`src/rtl/lc3_io_pkg.sv`:
```
// Shared definitions for the LC-3 memory-mapped character I/O blocks
// (display transmitter, keyboard receiver, address decoder).
package lc3_io_pkg;

   localparam logic [1:0] IDLE  = 2'd0;
   localparam logic [1:0] START = 2'd1;
   localparam logic [1:0] DATA  = 2'd2;
   localparam logic [1:0] STOP  = 2'd3;

   typedef enum logic [1:0] {
      S_IDLE  = IDLE,
      S_START = START,
      S_DATA  = DATA,
      S_STOP  = STOP
   } uart_state_e;

   localparam int DSR_READY_BIT  = 15;
   localparam int UART_DATA_BITS = 8;

   localparam logic [15:0] DSR_ADDR = 16'hFE04;
   localparam logic [15:0] DDR_ADDR = 16'hFE06;

endpackage

```
`src/rtl/uart_baud_tick.sv`:
```
// Bit-period timer: tick marks the last clock cycle of every UART bit.
// Holding clear keeps the count at zero so the next period starts aligned.
module uart_baud_tick #(
   parameter int CLKS_PER_BIT = 868
) (
   input  logic clock,
   input  logic reset,
   input  logic clear,
   output logic tick
);

   localparam int CW = (CLKS_PER_BIT > 1) ? $clog2(CLKS_PER_BIT) : 1;
   localparam logic [CW-1:0] LAST = CW'(CLKS_PER_BIT - 1);

   logic [CW-1:0] cnt;

   // NOTE: sequential state uses non-blocking (<=) so every flop samples
   // pre-edge values; blocking here would create order-dependent races.
   always_ff @(posedge clock or negedge reset) begin
      if (!reset) begin
         cnt <= '0;
      end else if (clear || cnt == LAST) begin
         cnt <= '0;
      end else begin
         cnt <= cnt + CW'(1);
      end
   end

   assign tick = (cnt == LAST);

endmodule

```
`src/rtl/lc3_display_tx.sv`:
```
// LC-3 display data register drained as an 8N1 UART frame, with the display
// status register (ready in bit 15) exposed for CPU polling.
module lc3_display_tx
   import lc3_io_pkg::*;
#(
   parameter int DATA_WIDTH   = 16,
   parameter int CLKS_PER_BIT = 868
) (
   input  logic                  clock,
   input  logic                  reset,
   input  logic                  load,
   input  logic [DATA_WIDTH-1:0] in_data,
   output logic [DATA_WIDTH-1:0] dsr_out,
   output logic                  busy,
   output logic                  tx
);

   localparam int BW = $clog2(UART_DATA_BITS);
   localparam logic [BW-1:0] LAST_BIT = BW'(UART_DATA_BITS - 1);

   uart_state_e               state_q, state_d;
   logic [UART_DATA_BITS-1:0] shift_q, shift_d;
   logic [BW-1:0]             bit_cnt_q, bit_cnt_d;
   logic                      tx_q, tx_d;
   logic                      busy_q, busy_d;
   logic                      tick;

   // The upper byte of the DDR word is architecturally ignored.
   logic unused_upper;
   assign unused_upper = ^in_data[DATA_WIDTH-1:UART_DATA_BITS];

   uart_baud_tick #(
      .CLKS_PER_BIT (CLKS_PER_BIT)
   ) u_baud (
      .clock (clock),
      .reset (reset),
      .clear (state_q == S_IDLE),
      .tick  (tick)
   );

   // NOTE: every signal assigned in always_comb gets a default first;
   // any path that leaves one unassigned would infer a latch.
   always_comb begin
      state_d   = state_q;
      shift_d   = shift_q;
      bit_cnt_d = bit_cnt_q;
      unique case (state_q)
         S_IDLE: begin
            if (load) begin
               shift_d   = in_data[UART_DATA_BITS-1:0];
               bit_cnt_d = '0;
               state_d   = S_START;
            end
         end
         S_START: begin
            if (tick) state_d = S_DATA;
         end
         S_DATA: begin
            if (tick) begin
               shift_d   = {1'b0, shift_q[UART_DATA_BITS-1:1]};
               bit_cnt_d = bit_cnt_q + BW'(1);
               if (bit_cnt_q == LAST_BIT) state_d = S_STOP;
            end
         end
         S_STOP: begin
            if (tick) state_d = S_IDLE;
         end
         default: state_d = S_IDLE;
      endcase

      // Outputs are decoded from the next state so they leave a flop.
      unique case (state_d)
         S_START: tx_d = 1'b0;
         S_DATA:  tx_d = shift_d[0];
         default: tx_d = 1'b1;
      endcase
      busy_d = (state_d != S_IDLE);
   end

   // NOTE: the shift register is an ordinary flop bank, so it is reset along
   // with the control state; only true RAM arrays are left without reset.
   always_ff @(posedge clock or negedge reset) begin
      if (!reset) begin
         state_q   <= S_IDLE;
         shift_q   <= '0;
         bit_cnt_q <= '0;
         tx_q      <= 1'b1;
         busy_q    <= 1'b0;
      end else begin
         state_q   <= state_d;
         shift_q   <= shift_d;
         bit_cnt_q <= bit_cnt_d;
         tx_q      <= tx_d;
         busy_q    <= busy_d;
      end
   end

   always_comb begin
      dsr_out                = '0;
      dsr_out[DSR_READY_BIT] = ~busy_q;
   end

   assign busy = busy_q;
   assign tx   = tx_q;

endmodule

```
`config.mk`:
```
export PLATFORM = sky130hd
export DESIGN_NAME = lc3_display_tx
export DESIGN_NICKNAME = d
export VERILOG_FILES = /design/src/rtl/lc3_io_pkg.sv /design/src/rtl/uart_baud_tick.sv /design/src/rtl/lc3_display_tx.sv
export SDC_FILE = /design/constraint.sdc
export NUM_CORES = 1
export LEC_CHECK = 0
export ABC_CLOCK_PERIOD_IN_PS = 3300
export BUFFER_PORTS_ARGS = -buffer_cell sky130_fd_sc_hd__buf_4
export CELL_PAD_IN_SITES_DETAIL_PLACEMENT = 2
export CELL_PAD_IN_SITES_GLOBAL_PLACEMENT = 2
export CORE_MARGIN = 10
export CORE_UTILIZATION = 33
export CTS_BUF_LIST = sky130_fd_sc_hd__clkbuf_8 sky130_fd_sc_hd__clkbuf_16
export CTS_CLUSTER_DIAMETER = 50
export DETAILED_ROUTE_END_ITERATION = 6
export GPL_ROUTABILITY_DRIVEN = 1
export PLACE_DENSITY = 0.95
export SKIP_LAST_GASP = 1
export SYNTH_ARGS = -nofsm -noshare
export SYNTH_HDL_FRONTEND = slang
export SYNTH_SLANG_ARGS = --single-unit
```
`constraint.sdc`:
```
create_clock -name clock -period 3.3 [get_ports clock]
set_input_delay 0.165 -clock clock [delete_from_list [all_inputs] [get_ports clock]]
set_output_delay 0.165 -clock clock [all_outputs]
set_load 0.01 [all_outputs]
```
=== Word level (Yosys, flattened, before mapping) ===
Index checks and enable logic that the tools add are counted.

* Register bits: 25
* Bits of input ports: 19
* Output and inout bits: 18
* Word-level logic and storage cells: 38

* Add/subtract/negate cells: 2
* Equal/unequal tests: 9
* Mux-type cells: 14
* Bitwise operators: 1
* Reductions and logical operators: 5

{| class="wikitable"
|+ Operator list
! operator !! number
|-
| $mux 8 || 2
|-
| $pmux 8 s2 || 1
|-
| $add 10x1->10 const B || 1
|-
| $eq 10x10->1 const B || 1
|-
| $mux 10 || 1
|-
| $mux 2 || 5
|-
| $pmux 2 s4 || 1
|-
| $eq 2x2->1 const B || 3
|-
| $mux 3 || 2
|-
| $pmux 3 s2 || 1
|-
| $eq 2x1->1 const B || 2
|-
| $ne 2x2->1 const B || 2
|-
| $reduce_bool 2->1 || 2
|-
| $add 3x1->3 const B || 1
|-
| $eq 3x3->1 const B || 1
|-
| $reduce_and 3->1 || 1
|-
| $logic_not 2->1 || 1
|-
| $pmux 1 s2 || 1
|-
| $logic_or 1x1->1 || 1
|-
| $not 1->1 || 1
|}

=== Depth between registers and ports, before layout ===
Gate-level depths: netlist (run 1).

* Depth in word-level cells: 6
* Mapped depth: 7
* Gate-level depth less buffers: 6

=== Hierarchy ===
A second synthesis (run 1) with hierarchy kept.

* Cells, all modules: 137
* Area total of the unflattened synthesis: 1376.3 um^2

{| class="wikitable"
|+ By module, submodules not included
! module !! instances !! cells each !! area an instance (um^2)
|-
| lc3_display_tx || 1 || 85 || 862.1
|-
| uart_baud_tick || 1 || 52 || 514.2
|}

=== Least setup slack after synthesis (run 1) ===
No wires, ideal clock.

* Kind: reg2reg
* Start point: register u_baud.cnt[7]
* End point: register bit_cnt_q[0]
* Setup time: 0.125 ns
* Arrival time: 1.639 ns
* Required time: 3.175 ns
* Setup slack: 1.536 ns
* Cell stages (with the launch flop): 5
* Buffers on the path: 0
* Cells stage by stage: dfrtp_1 -> or4_4 -> nor4_4 -> nor2_2 -> mux2_2

* Cells in the longest elaborated chain, start to end: 3

{| class="wikitable"
|+ RTL lines
! what !! RTL line !! RTL
|-
| start: declaration || uart_baud_tick.sv:15 || <nowiki>logic [CW-1:0] cnt;</nowiki>
|-
| start signal: assignment || uart_baud_tick.sv:25 || <nowiki>cnt <= cnt + CW'(1);</nowiki>
|-
| $eq 10x10->1 || uart_baud_tick.sv:29 || <nowiki>assign tick = (cnt == LAST);</nowiki>
|-
| $ne 2x2->1 (no line) || -- ||
|-
| $reduce_and 3->1 (no line) || -- ||
|-
| end signal: assignment || lc3_display_tx.sv:92 || <nowiki>bit_cnt_q <= bit_cnt_d;</nowiki>
|-
| end: declaration || lc3_display_tx.sv:23 || <nowiki>logic [BW-1:0] bit_cnt_q, bit_cnt_d;</nowiki>
|}

No other way between the ends.
A chain may end at the register's enable or synchronous reset.

=== Worst setup path after layout (run 1) ===
Same ends and word-level chain as after synthesis.

==> impl_metrics.csv, run 1 <==
group,metric,value,unit
route,initialDrtViolationCount,20,
cts,cts_tree,"yes",
critical_path,timing.rr.end,"bit_cnt_q[0]",
finish,drive_gt1_share,15.07,%
floorplanning,start_util,34.89,%
finish,diodes,0,
global_routing,grt_usage,9.840,%
critical_path,r2r_slack,1.02,ns
cts,postCtsSetupRepairBufs,0,
synth,synth-main-ff-cell,"dfrtp_1",
cts,cts_root_buf,"clkbuf_8",
synth,ys_types,30,
global_routing,grt_pass1_vias,1157,
route,drc,0,
timing,finalSetupViolations,0,
route,wl_per_cell,17.15,um
floorplanning,core,3744,sq um
route,ant_nets,0,
cts,insertion_delay,0.27,ns
critical_path,endpoint_kind,"flip-flop",
power,vdd.ir_drop.worst,0.0001726,V
cts,htree_levels,1,
critical_path,crit_required,3.46,ns
finish,nets,169,
timing,fin_tns_setup,0,ns
power,leakagePower,0.7054,nW
timing,finalHoldViolCount,0,
global_routing,antenna_found_initial,0,
synth,netlist_area,1306,sq um
timing,skew,0.002228,ns
route,via_per_inst,4.835,
synth,synth_edf_count,0,
finish,syn_to_final_growth,9.674,%
synth,syn_inst,134,
cts,cts_sinks,25,
floorplanning,rows,22,
timing,worstMarginPinSlew,0.6662,ns
floorplanning,fp.dieArea,6875,sq um
timing,min_period,2.284,ns
synth,synth-async-reset-ratio,100.0,%
floorplanning,fp.dieW,82.92,um
finish,final_cell_mix,"dfrtp_1 (24), nand2_1 (23), conb_1 (15)",
timing,fmax,0.4378,GHz
synth,yosys_register_bits,25,
critical_path,worstPathArrival,2.44,ns
timing,max-slew-margin-rel,55.26,%
floorplanning,io_pins,37,
timing,holdWs,0.1376,ns
global_routing,grt_max_degree,26,
global_routing,grt_pass1_wl,5685,um
critical_path,regToRegStartpoint,"u_baud.cnt[7]",
cts,cts_buffers,3,
synth,ys_seq_area_share,47.99,%
worst_hold_path,worstHoldPathType,"in -> reg",
placed_design,gp_congestion,0.7603,
cts,clkTransAtPathRegs,0.08,ns
power,power_per_cell_area,525.9,nW/um^2
route,first_pass_iters,4,
timing,final-max-slew-violation-count,0,
worst_hold_path,hold_end,"shift_q[4]",
worst_hold_path,hold-path-cell-count,3,
critical_path,path_max_fanout,12,
placed_design,dp_hpwl,2569,um
cts,clock_path_buffers,2,
placed_design,io_buffers,13,
route,num_vias,938,
synth,ys_warn_count,0,
status,status,"finished, final reports clean",
critical_path,start_kind,"flip-flop",
timing,finalCritPeriodShare,69.22,%
worst_hold_path,hp-start,"in_data[4]",
job,drv_cap,0,
route,routed_wl,3327,um
critical_path,rr_worst_depth,4,
critical_path,crit_type,"reg -> reg",
timing,rsz0062_at_grt,"false",
synth,avgSynthCellArea,9.748,sq um
finish,final_common_cell,"dfrtp_1",
floorplanning,fp.dieH,82.92,um
global_routing,grt-ovfl-total,0,
cell usage after synthesis, types with 4 or more instances:
library cell | count | share of area (%)
dfrtp_1 | 24 | 46
nand2_1 | 23 | 6.6
buf_4 | 17 | 9.8
nor2_1 | 13 | 3.7
a22oi_1 | 6 | 3.4
nand3_1 | 6 | 2.3
xor2_1 | 5 | 3.4
inv_1 | 4 | 1.1
xnor2_1 | 4 | 2.7
state kept, by name (all words and copies together), names as in the netlist:
name / flops
state_q: 2
u_baud.cnt: 10
bit_cnt_q: 3
tx: 1
busy: 1
shift_q: 8
power breakdown:
group | total (mW) | internal, mW | switching, mW
Sequential | 0.426 | 0.361 | 0.0652
Combinational | 0.149 | 0.0658 | 0.0835
Clock | 0.178 | 0.0833 | 0.0947
Total | 0.753 | 0.510 | 0.243
stage by stage:
step | area, sq um | setup slack (ns) | utilization [%] | instances | power, mW
after floorplan | 1359 | 1.536 | - | 148 | 0.5293
after global placement | 1378 | 1.085 | 36.80 | 189 | 0.5526
after CTS | 1433 | 0.9957 | 38.27 | 194 | 0.7669
final | 1433 | 1.016 | 38.27 | 194 | 0.7534
after global routing | 1433 | 0.8826 | 38.27 | 194 | 0.8080
after detailed placement | 1378 | 0.9985 | 36.80 | 189 | 0.5830
logic make-up after synthesis:
group                    share of synthesized area [%]
AND/OR/NAND/NOR                                  21.74
flip-flops                                       47.99
buffers and inverters                            11.78
AO/OA/AOI/OAI                                    8.429
XOR/XNOR                                         6.034
adder cells (fa/ha/maj)                          2.874
other                                           0.2871
multiplexers                                    0.8620
layer usage:
layer | GRT usage, % | vias up | share of wire, %
met5 | 0 | - | 0
met4 | 5.077 | 0 | 1.7
met3 | 1.660 | 4 | 2.5
met2 | 19.06 | 14 | 58
met1 | 9.589 | 481 | 38
li1 | - | 439 | -
layout make-up:
type                            instances  area, sq um
Inverter                                4        15.01
Timing Repair Buffer                   14        107.6
Fill cell                             435         2311
Sequential cell                        25        626.9
Clock buffer                            3        41.29
Multi-Input combinational cell         99        578.1
Clock inverter                          1        3.754
Tap cell                               48        60.06
worst max-delay path: stages, from the launching register on:
cell	delay [ns]
dfrtp_1	0.42
or4_4	0.59
nor4_4	0.64
nor2_2	0.20
mux2_2	0.32
what timing repair did:
item,in CTS,in global routing
hold buffers,1,0
hold endpoints to repair,24,0
resized for setup,0,0
how the worst max path moves through the flow:
stage	start	end	cells past startpoint
after floorplan	u_baud.cnt[7]	bit_cnt_q[0]	4
after global placement	u_baud.cnt[7]	bit_cnt_q[0]	4
after detailed placement	u_baud.cnt[7]	bit_cnt_q[0]	4
after CTS	u_baud.cnt[7]	bit_cnt_q[0]	4
after global routing	u_baud.cnt[7]	bit_cnt_q[0]	4
final	u_baud.cnt[7]	bit_cnt_q[0]	4
Note: power is estimated with default switching activity, not from simulation.
==> run 2: changes to the inputs <==
--- a/config.mk
+++ b/config.mk
@@ -5,17 +5,17 @@
 export SDC_FILE = /design/constraint.sdc
 export NUM_CORES = 1
 export LEC_CHECK = 0
-export ABC_CLOCK_PERIOD_IN_PS = 3300
+export ABC_CLOCK_PERIOD_IN_PS = 2100
 export BUFFER_PORTS_ARGS = -buffer_cell sky130_fd_sc_hd__buf_4
 export CELL_PAD_IN_SITES_DETAIL_PLACEMENT = 2
 export CELL_PAD_IN_SITES_GLOBAL_PLACEMENT = 2
 export CORE_MARGIN = 10
-export CORE_UTILIZATION = 33
+export CORE_UTILIZATION = 27
 export CTS_BUF_LIST = sky130_fd_sc_hd__clkbuf_8 sky130_fd_sc_hd__clkbuf_16
 export CTS_CLUSTER_DIAMETER = 50
 export DETAILED_ROUTE_END_ITERATION = 6
 export GPL_ROUTABILITY_DRIVEN = 1
-export PLACE_DENSITY = 0.95
+export PLACE_DENSITY = 0.85
 export SKIP_LAST_GASP = 1
 export SYNTH_ARGS = -nofsm -noshare
 export SYNTH_HDL_FRONTEND = slang
==> constraint.sdc (replaced) <==
create_clock -name clock -period 2.1 [get_ports clock]
set_input_delay 0.105 -clock clock [delete_from_list [all_inputs] [get_ports clock]]
set_output_delay 0.105 -clock clock [all_outputs]
set_load 0.01 [all_outputs]
==> run 2 against run 1 <==
  * Sequential power is 55% higher
  * Routed wire length is 6.8% lower
  * Power is 58% higher
  * Sequential share of layout area is 0.64 points lower
  * Critical path depth is 1 higher
  * Global-route usage is 1.8 points lower
  * Combinational power is 56% higher
  * Setup slack worse by 0.89 ns
  * Via count is 0.53% lower
  * Largest power group unchanged
==> impl_metrics.csv, run 2 (same netlist as run 1, synthesis figures left out) <==
group,metric,value,unit
critical_path,timing.rr.end,"tx",
floorplanning,io_pins,37,
finish,final_common_cell,"dfrtp_1",
route,wl_per_cell,15.43,um
timing,skew,0.003495,ns
floorplanning,start_util,27.84,%
critical_path,endpoint_kind,"flip-flop",
power,power_per_cell_area,818.4,nW/um^2
critical_path,regToRegStartpoint,"u_baud.cnt[7]",
finish,largest_register_ffs,10,
power,switching_power,0.3847,mW
route,drc,0,
critical_path,start_kind,"flip-flop",
timing,final-max-slew-violation-count,0,
worst_hold_path,hp-start,"in_data[1]",
critical_path,endpoint,"tx",
finish,drive_gt1_share,17.01,%
finish,nets,170,
power,total_power,1.190,mW
route,via_per_inst,4.642,
floorplanning,fp.dieW,89.56,um
power,pwr-share-clk,24.8,%
cts,insertion_delay,0.27,ns
timing,fmax,0.5077,GHz
timing,finalHoldViolCount,0,
finish,syn_to_final_growth,11.30,%
cts,cts_sinks,25,
finish,final_cell_mix,"dfrtp_1 (24), nand2_1 (23), conb_1 (15)",
global_routing,grt_pass1_vias,1040,
route,ant_nets,0,
cts,cts_buffers,3,
job,drv_cap,0,
global_routing,grt_pass1_wl,5030,um
global_routing,grt_usage,8.002,%
power,p_sw_share,32.33,%
critical_path,crit_start,"u_baud.cnt[7]",
critical_path,crit_type,"reg -> reg",
finish,top_register,"u_baud.cnt",
finish,multi_input_area,580.6,sq um
global_routing,grt-ovfl-total,0,
critical_path,worstPathArrival,2.16,ns
route,first_pass_iters,4,
route,num_vias,933,
placed_design,io_buffers,13,
route,initialDrtViolationCount,61,
critical_path,path_max_fanout,5,
critical_path,rr_worst_depth,5,
floorplanning,fp.dieArea,8020,sq um
floorplanning,core,4692,sq um
global_routing,grt_max_degree,26,
power,vdd.ir_drop.worst,0.0002327,V
power,power_frac_comb,19.6,%
timing,finalCritPeriodShare,93.80,%
status,status,"finished, final reports clean",
cts,clkTransAtPathRegs,0.09,ns
power,leakagePower,0.7056,nW
route,routed_wl,3101,um
cts,htree_levels,1,
timing,rsz0062_at_grt,"false",
critical_path,r2r_slack,0.13,ns
cts,clock_path_buffers,2,
global_routing,antenna_found_initial,0,
cts,cts_tree,"yes",
timing,fin_tns_setup,0,ns
finish,reg_top3,"u_baud.cnt: 10 flops, shift_q: 8 flops, bit_cnt_q: 3 flops",
finish,regArea,626.9,sq um
placed_design,dp_hpwl,2437,um
power,pwr-share-seq,55.7,%
critical_path,crit_required,2.29,ns
floorplanning,rows,25,
worst_hold_path,worstHoldPathType,"in -> reg",
power,p_int,0.8051,mW
cts,cts_root_buf,"clkbuf_8",
finish,diodes,0,
timing,min_period,1.970,ns
timing,finalSetupViolations,0,
placed_design,gp_congestion,0.7997,
finish,n_fill_cell,528,
floorplanning,fp.dieH,89.56,um
run 2: cell count changes in the layout (fill, tap and decap cells not counted), sizes merged:
cell      change
buf           +1
inv           -1
clkinvlp      +1
run 2: metrics by stage:
step	worst slack [ns]	cell area (sq um)	hold WS, ns	util (%)	cells
after floorplan	0.3362	1359	-0.1906	-	148
after global placement	0.1493	1393	0.02209	29.68	196
after detailed placement	0.07406	1393	0.02889	29.68	196
after CTS	0.05224	1451	0.05532	30.93	201
after global routing	0.008444	1454	0.06395	30.99	201
final	0.1302	1454	0.05697	30.99	201
run 2: layout make-up:
type / count / share of cell area, %
multi-input combinational: 99 / 39.93
clock buffer: 3 / 2.840
tap: 54 / 4.647
inverter: 4 / 1.033
sequential: 25 / 43.12
timing repair buffer: 15 / 7.917
clock inverter: 1 / 0.5164
run 2: per-layer routing:
metal / share of wire [%] / vias to the layer above / track usage, %
met1: 42 / 474 / 9.387
met2: 54 / 17 / 14.51
met3: 3.0 / 2 / 1.367
met5: 0 / - / 0
li1: - / 440 / -
met4: 0.55 / 0 / 2.168
run 2: worst min path at each step:
stage	end	slack, ns	depth (start not counted)
floorplan	bit_cnt_q[0]	-0.19	0
global placement	busy	0.02	1
detailed placement	busy	0.03	1
CTS	shift_q[1]	0.06	3
global route	shift_q[3]	0.06	3
finish	shift_q[1]	0.06	3
run 2: what timing repair did:
item	in CTS	in global routing
setup buffers	0	0
hold buffers	1	0
endpoints found under the setup margin	0	9
resized for setup	0	1
endpoints found under the hold margin	24	0
run 2: worst max-delay path, stage by stage, from the launching register on:
cell and delay, ns:
dfrtp_1 0.42, or4_4 0.59, nor4_4 0.43, nand2_1 0.18
o2bb2ai_1 0.17, o211ai_1 0.11
run 2: power by group through the flow:
stage	Combinational (mW)	Clock, mW	Sequential (mW)
floorplan	0.191	0	0.641
global placement	0.209	0	0.659
detailed placement	0.233	0	0.672
CTS	0.236	0.308	0.665
global route	0.268	0.322	0.681
finish	0.233	0.295	0.662
==> run 3: changes to the inputs <==
--- a/config.mk
+++ b/config.mk
@@ -10,13 +10,14 @@
 export CELL_PAD_IN_SITES_DETAIL_PLACEMENT = 2
 export CELL_PAD_IN_SITES_GLOBAL_PLACEMENT = 2
 export CORE_MARGIN = 10
-export CORE_UTILIZATION = 27
+export CORE_UTILIZATION = 28
 export CTS_BUF_LIST = sky130_fd_sc_hd__clkbuf_8 sky130_fd_sc_hd__clkbuf_16
 export CTS_CLUSTER_DIAMETER = 50
 export DETAILED_ROUTE_END_ITERATION = 6
 export GPL_ROUTABILITY_DRIVEN = 1
-export PLACE_DENSITY = 0.85
+export PLACE_DENSITY = 0.86
 export SKIP_LAST_GASP = 1
 export SYNTH_ARGS = -nofsm -noshare
 export SYNTH_HDL_FRONTEND = slang
+export SYNTH_HIERARCHICAL = 1
 export SYNTH_SLANG_ARGS = --single-unit
==> run 3 against run 2 <==
  * Critical endpoint is now bit_cnt_q[0]
  * Worst hold slack improved by 0.0077 ns
  * Sequential cell count stayed put
  * Sequential power shrank 26%
  * Final cell count up 9.5%
  * Setup slack better by 0.013 ns
  * Synthesized cell count grew 2.2%
  * Via count rose by 10%
  * Design area grew 6.8%
  * Synthesized area up 5.4%
  * Critical path type unchanged
  * First-iteration DRC count is 4.9% higher
==> impl_metrics.csv, run 3 <==
group,metric,value,unit
finish,syn_to_final_growth,12.82,%
route,ant_nets,0,
power,switching_power,0.1825,mW
finish,final_cell_mix,"dfrtp_1 (24), buf_4 (16), conb_1 (15)",
critical_path,endpoint_kind,"flip-flop",
cts,postCtsSetupRepairBufs,0,
critical_path,worstPathArrival,2.11,ns
finish,diodes,0,
synth,synth_edf_count,0,
placed_design,dpl-instance-area,1490,sq um
critical_path,start_kind,"flip-flop",
critical_path,crit_type,"reg -> reg",
timing,min_period,1.957,ns
global_routing,grt_pass1_wl,5823,um
job,drv_cap,0,
power,total_power,0.8197,mW
critical_path,crit_buf_inv,1,
route,drc,0,
critical_path,crit_path_cell_trace,"or4_4 -> nor3_2 -> buf_4 -> nand3b_2 -> nand3_1 -> o21ai_1",
synth,yosysMostFrequentCell,"dfrtp_1",
power,leakagePower,0.7069,nW
finish,largest_register_ffs,10,
synth,yosysTopAreaCell,"dfrtp_1",
finish,final_common_cell,"dfrtp_1",
floorplanning,rows,25,
critical_path,crit_path_max_incr_delay,0.59,ns
timing,finalSetupViolations,0,
finish,drive_gt1_share,18.30,%
route,initialDrtViolationCount,64,
cts,cts_root_buf,"clkbuf_8",
placed_design,io_buffers,13,
placed_design,gp_congestion,0.8432,
cts,cts_sinks,25,
status,status,"finished, final reports clean",
critical_path,path_max_fanout,9,
global_routing,grt_usage,8.529,%
cts,cts_tree,"yes",
power,p_int,0.6373,mW
finish,nets,176,
power,pwr-share-clk,33.9,%
route,via_per_inst,4.682,
synth,yosys-top-cells-area,"dfrtp_1 (44%), buf_4 (8.7%), nand3_1 (4.0%), a22oi_1 (3.3%), nand2_1 (3.3%)",
cts,htree_levels,1,
floorplanning,fp.dieW,90.11,um
critical_path,crit_path_top_delay_cell,"or4_4",
global_routing,grt_pass1_vias,1146,
finish,reg_top3,"u_baud/cnt: 10 flops, shift_q: 8 flops, bit_cnt_q: 3 flops",
synth,synth_commonest_cells,"dfrtp_1 (24), buf_4 (16), nand2_1 (12)",
floorplanning,start_util,28.95,%
synth,ys_seq_area_share,45.55,%
timing,rsz0062_at_grt,"false",
synth,netlist_area,1376,sq um
route,num_vias,1030,
synth,avgSynthCellArea,10.05,sq um
timing,fin_tns_setup,0,ns
placed_design,dp_hpwl,2665,um
placed_design,place_inst,215,
synth,syn_inst,137,
finish,top_register,"u_baud/cnt",
finish,n_fill_cell,556,
timing,finalHoldViolCount,0,
floorplanning,fp.dieArea,8120,sq um
synth,yosysTopAreaCellShare,43.64,%
cts,clkTransAtPathRegs,0.08,ns
global_routing,antenna_found_initial,0,
floorplanning,fp.dieH,90.11,um
power,power_frac_comb,6.1,%
finish,fin_area,1553,sq um
timing,skew,0.002656,ns
floorplanning,core,4755,sq um
power,vdd.ir_drop.worst,0.0002325,V
synth,ys_warn_count,6,
worst_hold_path,worstHoldPathType,"in -> reg",
critical_path,crit_required,2.25,ns
timing,fmax,0.5109,GHz
power,pwr-share-seq,60.0,%
synth,synth-async-reset-ratio,100.0,%
route,wl_per_cell,15.37,um
cts,insertion_delay,0.26,ns
synth,synth-main-ff-cell,"dfrtp_1",
finish,instances_no_fill,220,
floorplanning,io_pins,37,
power,p_sw_share,22.26,%
global_routing,grt-ovfl-total,0,
power,power_per_cell_area,527.9,nW/um^2
route,routed_wl,3382,um
cts,clock_path_buffers,2,
cts,cts_buffers,3,
global_routing,grt_max_degree,26,
synth,ys_types,41,
critical_path,crit_family,"simple AND/OR/NAND/NOR gates",
timing,finalCritPeriodShare,93.20,%
route,first_pass_iters,4,
synth,yosys_register_bits,25,
timing,final-max-slew-violation-count,0,
run 3: logic make-up (layout without fill, tap and decap cells):
group	count (synthesis)	in the layout	synth area share, %
AO/OA/AOI/OAI	28	28	14.91
XOR/XNOR	4	4	2.546
adder cells (fa/ha/maj)	3	3	2.728
buffers and inverters	23	25	11.82
flip-flops	25	25	45.55
other	1	15	0.2725
AND/OR/NAND/NOR	53	53	22.18
run 3: stage by stage:
| stage | setup WS, ns | hold slack, ns | util, % |
|---|---|---|---|
| 2_1_floorplan | 0.1377 | -0.1906 | - |
| 3_3_place_gp | 0.2057 | 0.01944 | 31.34 |
| 3_5_place_dp | 0.1050 | 0.03574 | 31.34 |
| 4_1_cts | 0.08509 | 0.06085 | 32.50 |
| 5_1_grt | 0.01639 | 0.06226 | 32.66 |
| 6_report | 0.1428 | 0.06468 | 32.66 |
run 3: tightest hold or removal path, stage by stage:
cell,delay (ns)
buf_4,0.08
a22oi_1,0.06
nand2_1,0.06
run 3: layout make-up:
cell class / instances / area [sq um] / share of cell area (%)
Multi-Input combinational cell: 103 / 651.9 / 41.98
Sequential cell: 25 / 626.9 / 40.37
Timing Repair Buffer: 17 / 130.1 / 8.380
Tap cell: 67 / 83.83 / 5.399
Clock buffer: 3 / 41.29 / 2.659
Inverter: 4 / 15.01 / 0.9670
Clock inverter: 1 / 3.754 / 0.2417
run 3: timing repair:
action                                 4_1_cts  5_1_grt
setup endpoints to repair                    0        1
endpoints found under the hold margin       24        0
hold buffers                                 1        0
gates resized for setup                      0        1
run 3: worst paths after layout:
check / from / to / slack, ns / depth (start not counted)
worst max-delay path: u_baud/cnt[3] / bit_cnt_q[0] / 0.14 / 6
worst min-delay path: in_data[3] / shift_q[3] / 0.06 / 3
worst max register to register: u_baud/cnt[3] / bit_cnt_q[0] / 0.14 / 6
worst min register to register: shift_q[7] / shift_q[6] / 0.50 / 2
max in group asynchronous: reset / tx / 1.52 / 2
min in group asynchronous: reset / busy / 0.28 / 2
run 3: power by group through the flow:
stage	registers (mW)	clock network [mW]	logic (mW)
finish	0.492	0.278	0.0499
global route	0.493	0.319	0.0574
CTS	0.492	0.296	0.0496
detailed placement	0.501	0	0.0480
global placement	0.501	0	0.0450
floorplan	0.500	0	0.0411
run 3: routing by layer:
| layer | wire (um) | share of wire, % | global-route usage (%) |
|---|---|---|---|
| met1 | 1467 | 43 | 10.09 |
| met2 | 1787 | 53 | 15.13 |
| met3 | 106 | 3.1 | 2.244 |
| met4 | 21 | 0.62 | 1.592 |
| met5 | 0 | 0 | 0 |
